`src/rtl/uart_pkg.sv`:
```
// Shared UART definitions: receiver state encoding, frame constants and the
// oversampling divisor helper used by uart_rx and uart_tx.
package uart_pkg;

    typedef enum logic [1:0] {
        IDLE,
        START,
        DATA,
        STOP
    } rx_state_t;

    localparam int   DATA_BITS = 8;
    localparam logic LINE_IDLE = 1'b1;

    // Divisor from clk to one oversample tick, rounded to nearest.
    function automatic int calc_div(input int clk_freq, input int baud, input int os);
        int denom;
        denom = baud * os;
        return (clk_freq + denom / 2) / denom;
    endfunction

endpackage

```
`src/rtl/uart_baud_tick.sv`:
```
// Oversample tick generator: counts 0..DIV-1 and pulses tick for one clk at
// DIV-1. While clear is high the count is held at 0 and no tick is emitted.
module uart_baud_tick #(
    parameter int DIV = 54
) (
    input  logic clk,
    input  logic reset,
    input  logic clear,
    output logic tick
);

    localparam int             CW   = (DIV > 1) ? $clog2(DIV) : 1;
    localparam logic [CW-1:0]  LAST = CW'(DIV - 1);

    logic [CW-1:0] cnt_q;
    logic [CW-1:0] cnt_d;

    always_comb begin
        if (clear || (cnt_q == LAST)) begin
            cnt_d = '0;
        end else begin
            cnt_d = cnt_q + 1'b1;
        end
    end

    assign tick = !clear && (cnt_q == LAST);

    // NOTE: sequential state uses non-blocking assignment so every flop
    // samples pre-edge values regardless of statement order.
    always_ff @(posedge clk or negedge reset) begin
        if (!reset) begin
            cnt_q <= '0;
        end else begin
            cnt_q <= cnt_d;
        end
    end

endmodule

```
`src/rtl/uart_rx.sv`:
```
// 8N1 UART receiver with oversampled mid-bit sampling, start-glitch rejection
// and stop-bit framing check. rx_done/frame_err are single-cycle strobes.
module uart_rx
    import uart_pkg::*;
#(
    parameter int CLK_FREQ   = 100_000_000,
    parameter int BAUD_RATE  = 115200,
    parameter int OVERSAMPLE = 16
) (
    input  logic       clk,
    input  logic       reset,
    input  logic       rx,
    output logic [7:0] rx_data,
    output logic       rx_done,
    output logic       frame_err,
    output logic       rx_busy
);

    localparam int              DIV       = calc_div(CLK_FREQ, BAUD_RATE, OVERSAMPLE);
    localparam int              TCW       = $clog2(OVERSAMPLE);
    localparam logic [TCW-1:0]  TICK_MID  = TCW'(OVERSAMPLE / 2 - 1);
    localparam logic [TCW-1:0]  TICK_LAST = TCW'(OVERSAMPLE - 1);
    localparam logic [2:0]      BIT_LAST  = 3'(DATA_BITS - 1);

    logic rx_meta_q, rx_s_q, rx_prev_q;

    rx_state_t              state_q,     state_d;
    logic [TCW-1:0]         tick_cnt_q,  tick_cnt_d;
    logic [2:0]             bit_cnt_q,   bit_cnt_d;
    logic [DATA_BITS-1:0]   shift_q,     shift_d;
    logic [7:0]             rx_data_q,   rx_data_d;
    logic                   rx_done_q,   rx_done_d;
    logic                   frame_err_q, frame_err_d;

    logic tick;
    logic start_edge;

    // NOTE: the synchronizer resets to the idle level so releasing reset
    // cannot fabricate a falling edge on the line.
    always_ff @(posedge clk or negedge reset) begin
        if (!reset) begin
            rx_meta_q <= LINE_IDLE;
            rx_s_q    <= LINE_IDLE;
            rx_prev_q <= LINE_IDLE;
        end else begin
            rx_meta_q <= rx;
            rx_s_q    <= rx_meta_q;
            rx_prev_q <= rx_s_q;
        end
    end

    assign start_edge = (rx_prev_q == LINE_IDLE) && (rx_s_q != LINE_IDLE);

    // Held in IDLE so the tick phase is locked to the detected start edge.
    uart_baud_tick #(
        .DIV(DIV)
    ) u_baud_tick (
        .clk  (clk),
        .reset(reset),
        .clear(state_q == IDLE),
        .tick (tick)
    );

    // NOTE: every variable gets a default before the case so no path leaves
    // one unassigned, which would otherwise infer a latch.
    always_comb begin
        state_d     = state_q;
        tick_cnt_d  = tick_cnt_q;
        bit_cnt_d   = bit_cnt_q;
        shift_d     = shift_q;
        rx_data_d   = rx_data_q;
        rx_done_d   = 1'b0;
        frame_err_d = 1'b0;

        unique case (state_q)
            IDLE: begin
                tick_cnt_d = '0;
                if (start_edge) begin
                    state_d = START;
                end
            end

            START: begin
                if (tick) begin
                    if (tick_cnt_q == TICK_MID) begin
                        tick_cnt_d = '0;
                        if (rx_s_q != LINE_IDLE) begin
                            state_d   = DATA;
                            bit_cnt_d = '0;
                        end else begin
                            state_d = IDLE;
                        end
                    end else begin
                        tick_cnt_d = tick_cnt_q + 1'b1;
                    end
                end
            end

            DATA: begin
                if (tick) begin
                    if (tick_cnt_q == TICK_LAST) begin
                        tick_cnt_d = '0;
                        shift_d    = {rx_s_q, shift_q[DATA_BITS-1:1]};
                        if (bit_cnt_q == BIT_LAST) begin
                            state_d = STOP;
                        end else begin
                            bit_cnt_d = bit_cnt_q + 3'd1;
                        end
                    end else begin
                        tick_cnt_d = tick_cnt_q + 1'b1;
                    end
                end
            end

            STOP: begin
                if (tick) begin
                    if (tick_cnt_q == TICK_LAST) begin
                        tick_cnt_d = '0;
                        state_d    = IDLE;
                        if (rx_s_q == LINE_IDLE) begin
                            rx_data_d = shift_q;
                            rx_done_d = 1'b1;
                        end else begin
                            frame_err_d = 1'b1;
                        end
                    end else begin
                        tick_cnt_d = tick_cnt_q + 1'b1;
                    end
                end
            end

            default: begin
                state_d = IDLE;
            end
        endcase
    end

    always_ff @(posedge clk or negedge reset) begin
        if (!reset) begin
            state_q     <= IDLE;
            tick_cnt_q  <= '0;
            bit_cnt_q   <= '0;
            shift_q     <= '0;
            rx_data_q   <= '0;
            rx_done_q   <= 1'b0;
            frame_err_q <= 1'b0;
        end else begin
            state_q     <= state_d;
            tick_cnt_q  <= tick_cnt_d;
            bit_cnt_q   <= bit_cnt_d;
            shift_q     <= shift_d;
            rx_data_q   <= rx_data_d;
            rx_done_q   <= rx_done_d;
            frame_err_q <= frame_err_d;
        end
    end

    assign rx_data   = rx_data_q;
    assign rx_done   = rx_done_q;
    assign frame_err = frame_err_q;
    assign rx_busy   = (state_q != IDLE);

endmodule
```
`config.mk`:
```
export PLATFORM = sky130hd
export DESIGN_NAME = uart_rx
export DESIGN_NICKNAME = d
export VERILOG_FILES = /design/src/rtl/uart_pkg.sv /design/src/rtl/uart_baud_tick.sv /design/src/rtl/uart_rx.sv
export SDC_FILE = /design/constraint.sdc
export NUM_CORES = 1
export LEC_CHECK = 0
export ABC_AREA = 1
export ABC_CLOCK_PERIOD_IN_PS = 1500
export CAP_MARGIN = 0
export CORE_MARGIN = 5
export CORE_UTILIZATION = 35
export CTS_CLUSTER_SIZE = 24
export DETAILED_ROUTE_END_ITERATION = 10
export GPL_TIMING_DRIVEN = 0
export MAX_ROUTING_LAYER = met4
export PLACE_DENSITY = 0.59
export SLEW_MARGIN = 25
export SYNTH_ARGS = -nofsm -noshare
export SYNTH_HDL_FRONTEND = slang
export SYNTH_SLANG_ARGS = --single-unit
```
`constraint.sdc`:
```
create_clock -name clk -period 1.5 [get_ports clk]
set_input_delay 0.3 -clock clk [delete_from_list [all_inputs] [get_ports clk]]
set_output_delay 0.3 -clock clk [all_outputs]
set_load 0.01 [all_outputs]
```
After elaboration in Yosys (flattened, before gate mapping)
Cells that the tools add are included.
{ "word_totals": {"ff_bits": 36, "latchBits": 0, "mem_bits_rw": 0, "rom_bits": 0, "input_bits": 3, "out_inout_bits": 11, "wordCells": 77, "memories": 0} }
{ "classes": {"add_sub_neg": 3, "mul": 0, "n_div": 0, "order_cmp": 0, "n_eq_ne": 18, "n_shift": 0, "mux": 31, "bitwise": 1, "n_reduce_logical": 13} }
{ "ops": {"columns": ["op", "count"], "rows": [
  ["$ne 2x2->1 const B", 10],
  ["$mux 2", 9],
  ["$mux 3", 6],
  ["$mux 4", 4],
  ["$pmux 4 s3", 1],
  ["$mux 1", 8],
  ["$pmux 2 s4", 1],
  ["$reduce_and 8->1", 1],
  ["$reduce_and 7->1", 1],
  ["$add 6x1->6 const B", 1],
  ["$eq 6x6->1 const B", 1],
  ["$mux 6", 1],
  ["$pmux 3 s2", 1],
  ["$add 4x1->4 const B", 1],
  ["$eq 2x2->1 const B", 2],
  ["$eq 4x3->1 const B", 1],
  ["$eq 4x4->1 const B", 1],
  ["$reduce_and 4->1", 1],
  ["$reduce_bool 2->1", 2],
  ["$add 3x1->3 const B", 1],
  ["$eq 3x3->1 const B", 1],
  ["$reduce_and 3->1", 1],
  ["$eq 2x1->1 const B", 1],
  ["$logic_and 1x1->1", 2],
  ["7 further kinds", 7]
]} }

Logic depth before layout (Yosys ltp)
Gate-level depths: netlist of run 1.
{ "logic_depth": {"ltp_word": 5, "depth_mapped": 10, "ltp_nobuf": 10} }

By module
A second synthesis of run 1 with hierarchy kept.
{ "unflattened": {"hier_cells": 181, "hier_area_um2": 1716.6} }
{ "by_module_without_submodules": {"columns": ["mod", "instances", "cells_each", "area_per_inst_um2"], "rows": [
  ["uart_rx", 1, 147, 1401.3],
  ["uart_baud_tick", 1, 34, 315.3]
]} }

Worst setup path before layout of run 1
Ideal clock, no wire load.
{ "synth_path": {"path_type": "reg-to-reg", "from": "reg u_baud_tick.cnt_q[1]", "to": "reg rx_data_q[0], in the netlist rx_data[0]", "setup_time_ns": 0.117, "t_arrival_ns": 1.253, "required_time_ns": 1.383, "slack_ns": 0.131, "path_stages_with_launch": 10, "n_path_buf": 0, "synth_period_minus_slack_ns": 1.369, "path_cell_list": "dfrtp_1 > inv_1 > ha_1 > nand3_1 > nor2_4 > nand2_4 > nor2_8 > nand3_4 > nand2_1 > nand2_1"} }
{ "synth_between": {"elab_chain_len": 3} }
{ "synth_lines": {"columns": ["element", "line", "text"], "rows": [
  ["from (decl)", "uart_baud_tick.sv:15", "logic [CW-1:0] cnt_q;"],
  ["from (signal assigned)", "uart_baud_tick.sv:34", "cnt_q <= cnt_d;"],
  ["$eq 6x6->1", "uart_baud_tick.sv:26", "assign tick = !clear && (cnt_q == LAST);"],
  ["$logic_and 1x1->1", "uart_baud_tick.sv:26", null],
  ["$reduce_and 4->1 (no source line)", null, null],
  ["to (signal assigned)", "uart_rx.sv:152", "rx_data_q <= rx_data_d;"],
  ["to (decl)", "uart_rx.sv:31", "logic [7:0] rx_data_q, rx_data_d;"]
]} }
Every way passes these cells.
A chain may end at the register's enable or synchronous reset.

Worst setup path after layout of run 1
{ "layout_path": {"from": "reg rx_data_q[7], in the netlist rx_data[7]", "to": "out rx_data[7]"} }
{ "layout_rtl": {"columns": ["element", "line", "text"], "rows": [
  ["to (decl)", "uart_rx.sv:13", "output logic [7:0] rx_data,"]
]} }
No word-level cell between the ends.

==> results of run 1 <==
kinds of logic after synthesis:
kind of cell,after synthesis
AOI/OAI and AO/OA,7
and+or+nand+nor,115
buffers and inverters,14
xor gates and xnor gates,4
DFF,36
adders and majority gates,5
per-stage QoR:
stage	power, mW	area (µm²)	util [%]
2_1_floorplan	1.59	1670	-
3_3_place_gp	1.76	1870	39.8
3_5_place_dp	1.77	1880	40.1
4_1_cts	2.58	2060	43.9
5_1_grt	2.85	2170	46.2
6_report	2.66	2170	46.2
state kept, by name, indices dropped and copies added, names as in the netlist, named ones only:
signal,cells
tick_cnt_q,4
bit_cnt_q,3
rx_prev_q,1
shift_q,8
rx_meta_q,1
frame_err,1
u_baud_tick.cnt_q,6
rx_done,1
rx_data,8
state_q,1
rx_s_q,1
worst paths after layout:
check / slack [ns] / cells after the start / endpoint
setup / recovery: 0.04 / 1 / rx_data[7]
max in group asynchronous: 0.63 / 3 / rx_prev_q
min in group asynchronous: 0.39 / 2 / u_baud_tick.cnt_q[0]
hold / removal: 0.36 / 0 / rx_s_q
setup reg to reg: 0.05 / 9 / rx_data[2]
hold reg to reg: 0.36 / 0 / rx_s_q
power groups by stage:
stage	Clock [mW]	Combinational (mW)	Sequential, mW
global route	0.774	0.950	1.13
detailed placement	0	0.610	1.16
finish	0.701	0.837	1.12
global placement	0	0.600	1.16
floorplan	0	0.454	1.14
CTS	0.733	0.720	1.12
cells in the final DEF (no fill, tap or decap), types with 2 or more instances in the layout:
cell type        synthesis  routed
nand2_4                  2       2
dlymetal6s2s_1           0       8
buf_4                    0      11
nand3_4                  2       2
dfstp_2                  3       3
nand3_2                  0       2
o21ai_0                  3       2
nand2_1                 63      58
buf_2                    1       2
nor2_1                   8       8
nand2_2                  3       8
nand3_1                 24      23
clkdlybuf4s50_1          0       3
clkbuf_8                 0       6
dfrtp_2                  0       2
nor2_2                   6       2
dfrtp_1                 33      31
inv_1                   12      11
nor2_4                   2       6
ha_1                     5       3
nand3b_1                 3       3
inv_2                    1       2
xor2_1                   3       3
per-layer routing:
| layer | GRT usage [%] | part of all wire, % |
|---|---|---|
| met5 | - | 0 |
| met4 | 5.67 | 2.5 |
| met3 | 3.40 | 3.3 |
| met2 | 17.5 | 46 |
| met1 | 14.7 | 48 |
timing repair:
| action | CTS | global route |
|---|---|---|
| endpoints found under the setup margin | 13 | 34 |
| gates resized for setup | 6 | 22 |
| setup buffers | 6 | 6 |
| gates cloned | 1 | 0 |
| pin swaps | 4 | 10 |
| endpoints found under the hold margin | 7 | 0 |
| hold buffers | 1 | 0 |
cell type report:
class	count	area, µm²	area share [%]
well taps	54	67.6	3.12
plain buffers	1	5.00	0.231
flip-flops and latches	36	907	41.9
multi-input cells	132	774	35.8
clock inverters	1	7.51	0.347
clock buffers	7	86.3	3.99
inverters	13	48.8	2.25
repair buffers	27	269	12.4
==> impl_metrics.env, run 1 <==
export IMPL_dp_hpwl_um=2140
export IMPL_seq_power_share_pct=42.1
export IMPL_grt_pass1_vias=1194
export IMPL_syn_avg_cell_area_um2=9.23
export IMPL_cap_violations=0
export IMPL_skew_ns=0.00289
export IMPL_synth_compound_area_share_pct=2.62
export IMPL_path_class="reg2out"
export IMPL_p_leak_nw=1.25
export IMPL_crit_path_end_kind="output port"
export IMPL_synth_area_leaders="dfrtp_1 49%, nand2_1 14%, nand3_1 7.2%"
export IMPL_gp_congestion=0.725
export IMPL_cts_buffer_depth=2
export IMPL_routedWlPerCell_um=11.6
export IMPL_worst_ep_required_time_ns=1.20
export IMPL_grt_pass1_wl_um=5520
export IMPL_fmax_mhz=684
export IMPL_via_per_inst=4.59
export IMPL_fin_ws_ns=0.0385
export IMPL_max_stage_delay_ns=0.53
export IMPL_crit_chain="clkdlybuf4s50_1"
export IMPL_instances_no_fill=271
export IMPL_crit_path_start="rx_data[7]"
export IMPL_hp_class="reg2reg"
export IMPL_synthMuxAreaShare_pct=0
export IMPL_pwr_share_comb_pct=31.5
export IMPL_hold_ws_ns=0.358
export IMPL_synth_top_family_by_area="simple AND/OR/NAND/NOR gates"
export IMPL_ioPinCount=14
export IMPL_grt_util_all_layers_pct=11.8
export IMPL_clkSinkCount=36
export IMPL_cts_reportedPaths_clkPinSlew_ns=0.07
export IMPL_synth_top_cell_area_share_pct=49.4
export IMPL_die_width_um=79.1
export IMPL_first_pass_iters=5
export IMPL_synth_cells=181
export IMPL_synth_seq_area_share_pct=54.2
export IMPL_ir_drop_uv=536
export IMPL_p_sw_uw=893
export IMPL_cts_inserted_buffers=5
export IMPL_synth_main_ff_cell="dfrtp_1"
export IMPL_vias=1245
export IMPL_async_reset_ff_share_pct=100
export IMPL_ys_seq_elements=36
export IMPL_die_area_mm2=0.00625
export IMPL_finalSetupViolCount=0
export IMPL_timing_rr_start="u_baud_tick.cnt_q[1]"
export IMPL_placementRows=25
export IMPL_area_growth_synth_to_final_pct=29.7
export IMPL_final_nets=224
export IMPL_cp_max_fo=2
export IMPL_slew_violations=0
export IMPL_die_height_um=79.1
export IMPL_cts_tree="built"
export IMPL_synth_commonest_cells="63 x nand2_1, 33 x dfrtp_1, 24 x nand3_1"
export IMPL_crit_arrival_ns=1.16
export IMPL_maxSlewHeadroom_pct=77.4
export IMPL_synth_simple_area_share_pct=34.2
export IMPL_outcome="finished, final reports clean"
export IMPL_fin_crit_ns=1.46
export IMPL_clkPwrFrac_pct=26.4
export IMPL_fillers=462
export IMPL_diodes=0
export IMPL_grt_max_degree=30
export IMPL_yosysTopAreaCell="dfrtp_1"
export IMPL_cellPowerDensity_mw_per_mm2=1230
export IMPL_place_ws_ns=-0.0455
export IMPL_synth_nets=189
export IMPL_worst_pin_slew_ns=0.339
export IMPL_synth_area_mm2=0.00167
export IMPL_antenna_found_initial=0
export IMPL_cpMaxStageDelayCell="clkdlybuf4s50_1"
export IMPL_cp_top_family="buffers and inverters"
export IMPL_rsz0062_at_grt="yes"
export IMPL_p_int_mw=1.76
export IMPL_switching_share_pct=33.6
export IMPL_ys_warn_count=0
export IMPL_core_area_mm2=0.00469
export IMPL_drtIter0Drc=57
export IMPL_yosysMostFrequentCell="nand2_1"
export IMPL_critPathBufInv=1
export IMPL_ctsRootBufferMaster="clkbuf_8"
export IMPL_min_from="rx_meta_q"
export IMPL_post_place_cells=249
export IMPL_htreeDepth=2
export IMPL_drt_total_wl_um=3140
export IMPL_drive_gt1_share_pct=25.3
export IMPL_ant_nets=0
export IMPL_crit_path_start_kind="register"
export IMPL_portBuffers=13
export IMPL_ys_types=24
export IMPL_synthAdderAreaFrac_pct=3.75
export IMPL_fin_setup_tns_ns=0
export IMPL_initial_core_util_pct=35.6
export IMPL_grt_overflow=0
export IMPL_synth_edf_count=0
export IMPL_hold_violations=0
export IMPL_synth_xor_area_share_pct=2.10
export IMPL_drcViolationCount=0
export IMPL_period_share_pct=97.4
export IMPL_clkLatencyLatePin_ns=0.28
Note: power is estimated with default switching activity, not from simulation.
==> run 2: changes to the inputs <==
Settings changed: GPL_ROUTABILITY_DRIVEN set to 0, SYNTH_HIERARCHICAL set to 1.
==> impl_metrics.env, run 2 <==
export IMPL_fin_crit_ns=1.67
export IMPL_synth_simple_area_share_pct=24.6
export IMPL_grt_max_degree=27
export IMPL_syn_avg_cell_area_um2=9.48
export IMPL_synth_main_ff_cell="dfrtp_1"
export IMPL_maxSlewHeadroom_pct=81.0
export IMPL_cts_inserted_buffers=5
export IMPL_portBuffers=13
export IMPL_worst_pin_slew_ns=0.282
export IMPL_synth_area_leaders="dfrtp_1 48%, nand2_1 11%, o21ai_2 7.1%"
export IMPL_diodes=0
export IMPL_ys_types=28
export IMPL_die_width_um=80.0
export IMPL_timing_rr_start="u_baud_tick/cnt_q[1]"
export IMPL_skew_ns=0.0102
export IMPL_first_pass_iters=4
export IMPL_cts_buffer_depth=2
export IMPL_layout_commonest_cell="nand2_1"
export IMPL_fillers=449
export IMPL_outcome="finished with violations"
export IMPL_drt_total_wl_um=3330
export IMPL_ant_nets=0
export IMPL_min_from="rx_meta_q"
export IMPL_synth_edf_count=0
export IMPL_htreeDepth=2
export IMPL_ys_warn_count=6
export IMPL_placementRows=25
export IMPL_r2r_cells=8
export IMPL_crit_path_start_kind="register"
export IMPL_synth_seq_area_share_pct=52.7
export IMPL_synth_top_cell_area_share_pct=48.1
export IMPL_rsz0062_at_grt="yes"
export IMPL_yosysMostFrequentCell="nand2_1"
export IMPL_antenna_found_initial=0
export IMPL_hold_violations=0
export IMPL_ir_drop_uv=724
export IMPL_max_stage_delay_ns=0.38
export IMPL_r2r_slack_ns=-0.17
export IMPL_cap_violations=0
export IMPL_synth_compound_area_share_pct=11.0
export IMPL_via_per_inst=4.39
export IMPL_final_nets=227
export IMPL_drive_gt1_share_pct=35.9
export IMPL_p_leak_nw=1.21
export IMPL_violations="setup timing"
export IMPL_fmax_mhz=599
export IMPL_die_height_um=80.0
export IMPL_drtIter0Drc=54
export IMPL_slew_violations=0
export IMPL_ys_seq_elements=36
export IMPL_cts_reportedPaths_clkPinSlew_ns=0.07
export IMPL_clkLatencyLatePin_ns=0.29
export IMPL_synth_xor_area_share_pct=1.53
export IMPL_grt_pass1_vias=1292
export IMPL_ioPinCount=14
export IMPL_hold_depth=0
export IMPL_p_total_mw=2.90
export IMPL_finalSetupViolCount=24
export IMPL_synth_area_mm2=0.00172
export IMPL_worstHoldEndpoint="rx_s_q"
export IMPL_crit_arrival_ns=1.89
export IMPL_initial_core_util_pct=36.1
export IMPL_grt_overflow=0
export IMPL_cpMaxStageDelayCell="dfrtp_1"
export IMPL_yosysTopAreaCell="dfrtp_1"
export IMPL_die_area_mm2=0.00641
export IMPL_routedWlPerCell_um=11.6
export IMPL_hp_class="reg2reg"
export IMPL_cellPowerDensity_mw_per_mm2=1230
export IMPL_period_share_pct=111
export IMPL_drcViolationCount=0
export IMPL_grt_util_all_layers_pct=11.8
export IMPL_synthAdderAreaFrac_pct=3.64
export IMPL_synth_cells=181
export IMPL_crit_path_end_kind="register"
export IMPL_dp_hpwl_um=2220
export IMPL_fin_util_pct=49.5
export IMPL_async_reset_ff_share_pct=100
export IMPL_synth_nets=189
export IMPL_area_growth_synth_to_final_pct=37.1
export IMPL_layout_common_cells="47 x nand2_1, 31 x dfrtp_1, 19 x inv_1, 14 x o21ai_2, 11 x buf_4"
export IMPL_path_class="reg2reg"
export IMPL_crit_chain="inv_1 > ha_2 > nand3_4 > nor3_4 > buf_4 > nand4_4 > bufbuf_16 > o21ai_2"
export IMPL_grt_pass1_wl_um=5820
export IMPL_r2r_end="rx_data[7]"
export IMPL_worst_ep_required_time_ns=1.72
export IMPL_ctsRootBufferMaster="clkbuf_8"
export IMPL_core_area_mm2=0.00475
export IMPL_cp_max_fo=5
export IMPL_clkSinkCount=36
export IMPL_synth_top_family_by_area="simple AND/OR/NAND/NOR gates"
export IMPL_synthMuxAreaShare_pct=0
export IMPL_vias=1259
export IMPL_cts_tree="built"
export IMPL_synth_commonest_cells="49 x nand2_1, 33 x dfrtp_1, 20 x inv_1"
export IMPL_fin_ws_ns=-0.168
run 2: what timing repair did:
action                                  in CTS  in global routing
pin swaps                                    4                  2
hold buffers                                 1                  0
gates cloned                                 1                  1
resized for setup                           17                 20
hold endpoints to repair                    10                  0
endpoints found under the setup margin      28                 34
setup buffers                               13                  2
run 2: area by class of cell:
class | instances | area [µm²] | area share, %
clock inverters | 3 | 42.5 | 1.81
clock buffers | 5 | 68.8 | 2.92
well taps | 67 | 83.8 | 3.56
repair buffers | 31 | 340 | 14.5
inverters | 24 | 92.6 | 3.93
plain buffers | 2 | 35.0 | 1.49
flip-flops and latches | 36 | 907 | 38.5
multi-input cells | 119 | 783 | 33.3
run 2: kinds of logic after synthesis:
logic type	Yosys count
flip-flops	36
adder cells (fa/ha/maj)	5
buffers and inverters	26
XOR/XNOR	3
AND/OR/NAND/NOR	88
AO/OA/AOI/OAI	23
run 2: worst max path at each step:
stage	to	from	cells past startpoint	slack, ns
floorplan	register	u_baud_tick/cnt_q[1]	11	-0.17
global placement	bit_cnt_q[1]	reset	1	-0.77
detailed placement	register	u_baud_tick/cnt_q[1]	11	-0.35
CTS	rx_data[6]	u_baud_tick/cnt_q[1]	8	-0.10
global route	bit_cnt_q[0]	u_baud_tick/cnt_q[1]	12	-0.28
finish	rx_data[7]	u_baud_tick/cnt_q[1]	8	-0.17
run 2: metrics by stage:
stage	hold slack, ns	setup TNS [ns]	worst slack [ns]	cell area [µm²]	std cells
2_1_floorplan	0.00441	-1.63	-0.166	1730	181
6_report	0.361	-2.75	-0.168	2350	287
3_5_place_dp	0.199	-5.63	-0.347	1960	262
4_1_cts	0.361	-1.33	-0.103	2260	285
3_3_place_gp	0.346	-31.82	-0.766	1950	261
5_1_grt	0.369	-5.68	-0.282	2350	287
run 2: where the power goes:
group,switching [mW],total (mW),internal [mW]
Combinational,0.556,0.906,0.350
Sequential,0.0834,1.15,1.06
Clock,0.354,0.846,0.492
run 2: critical path: cells and delay by family (launching register included):
family          cells  cell delay [ns]
compound gates      1             0.10
fa+ha+maj           1             0.18
buf+inv             3             0.51
flops               1             0.38
simple gates        3             0.44
run 2: layer usage:
layer	track usage, %	wire length (µm)
met5	-	0
met4	3.55	36
met1	15.5	1630
met2	18.3	1570
met3	2.82	94
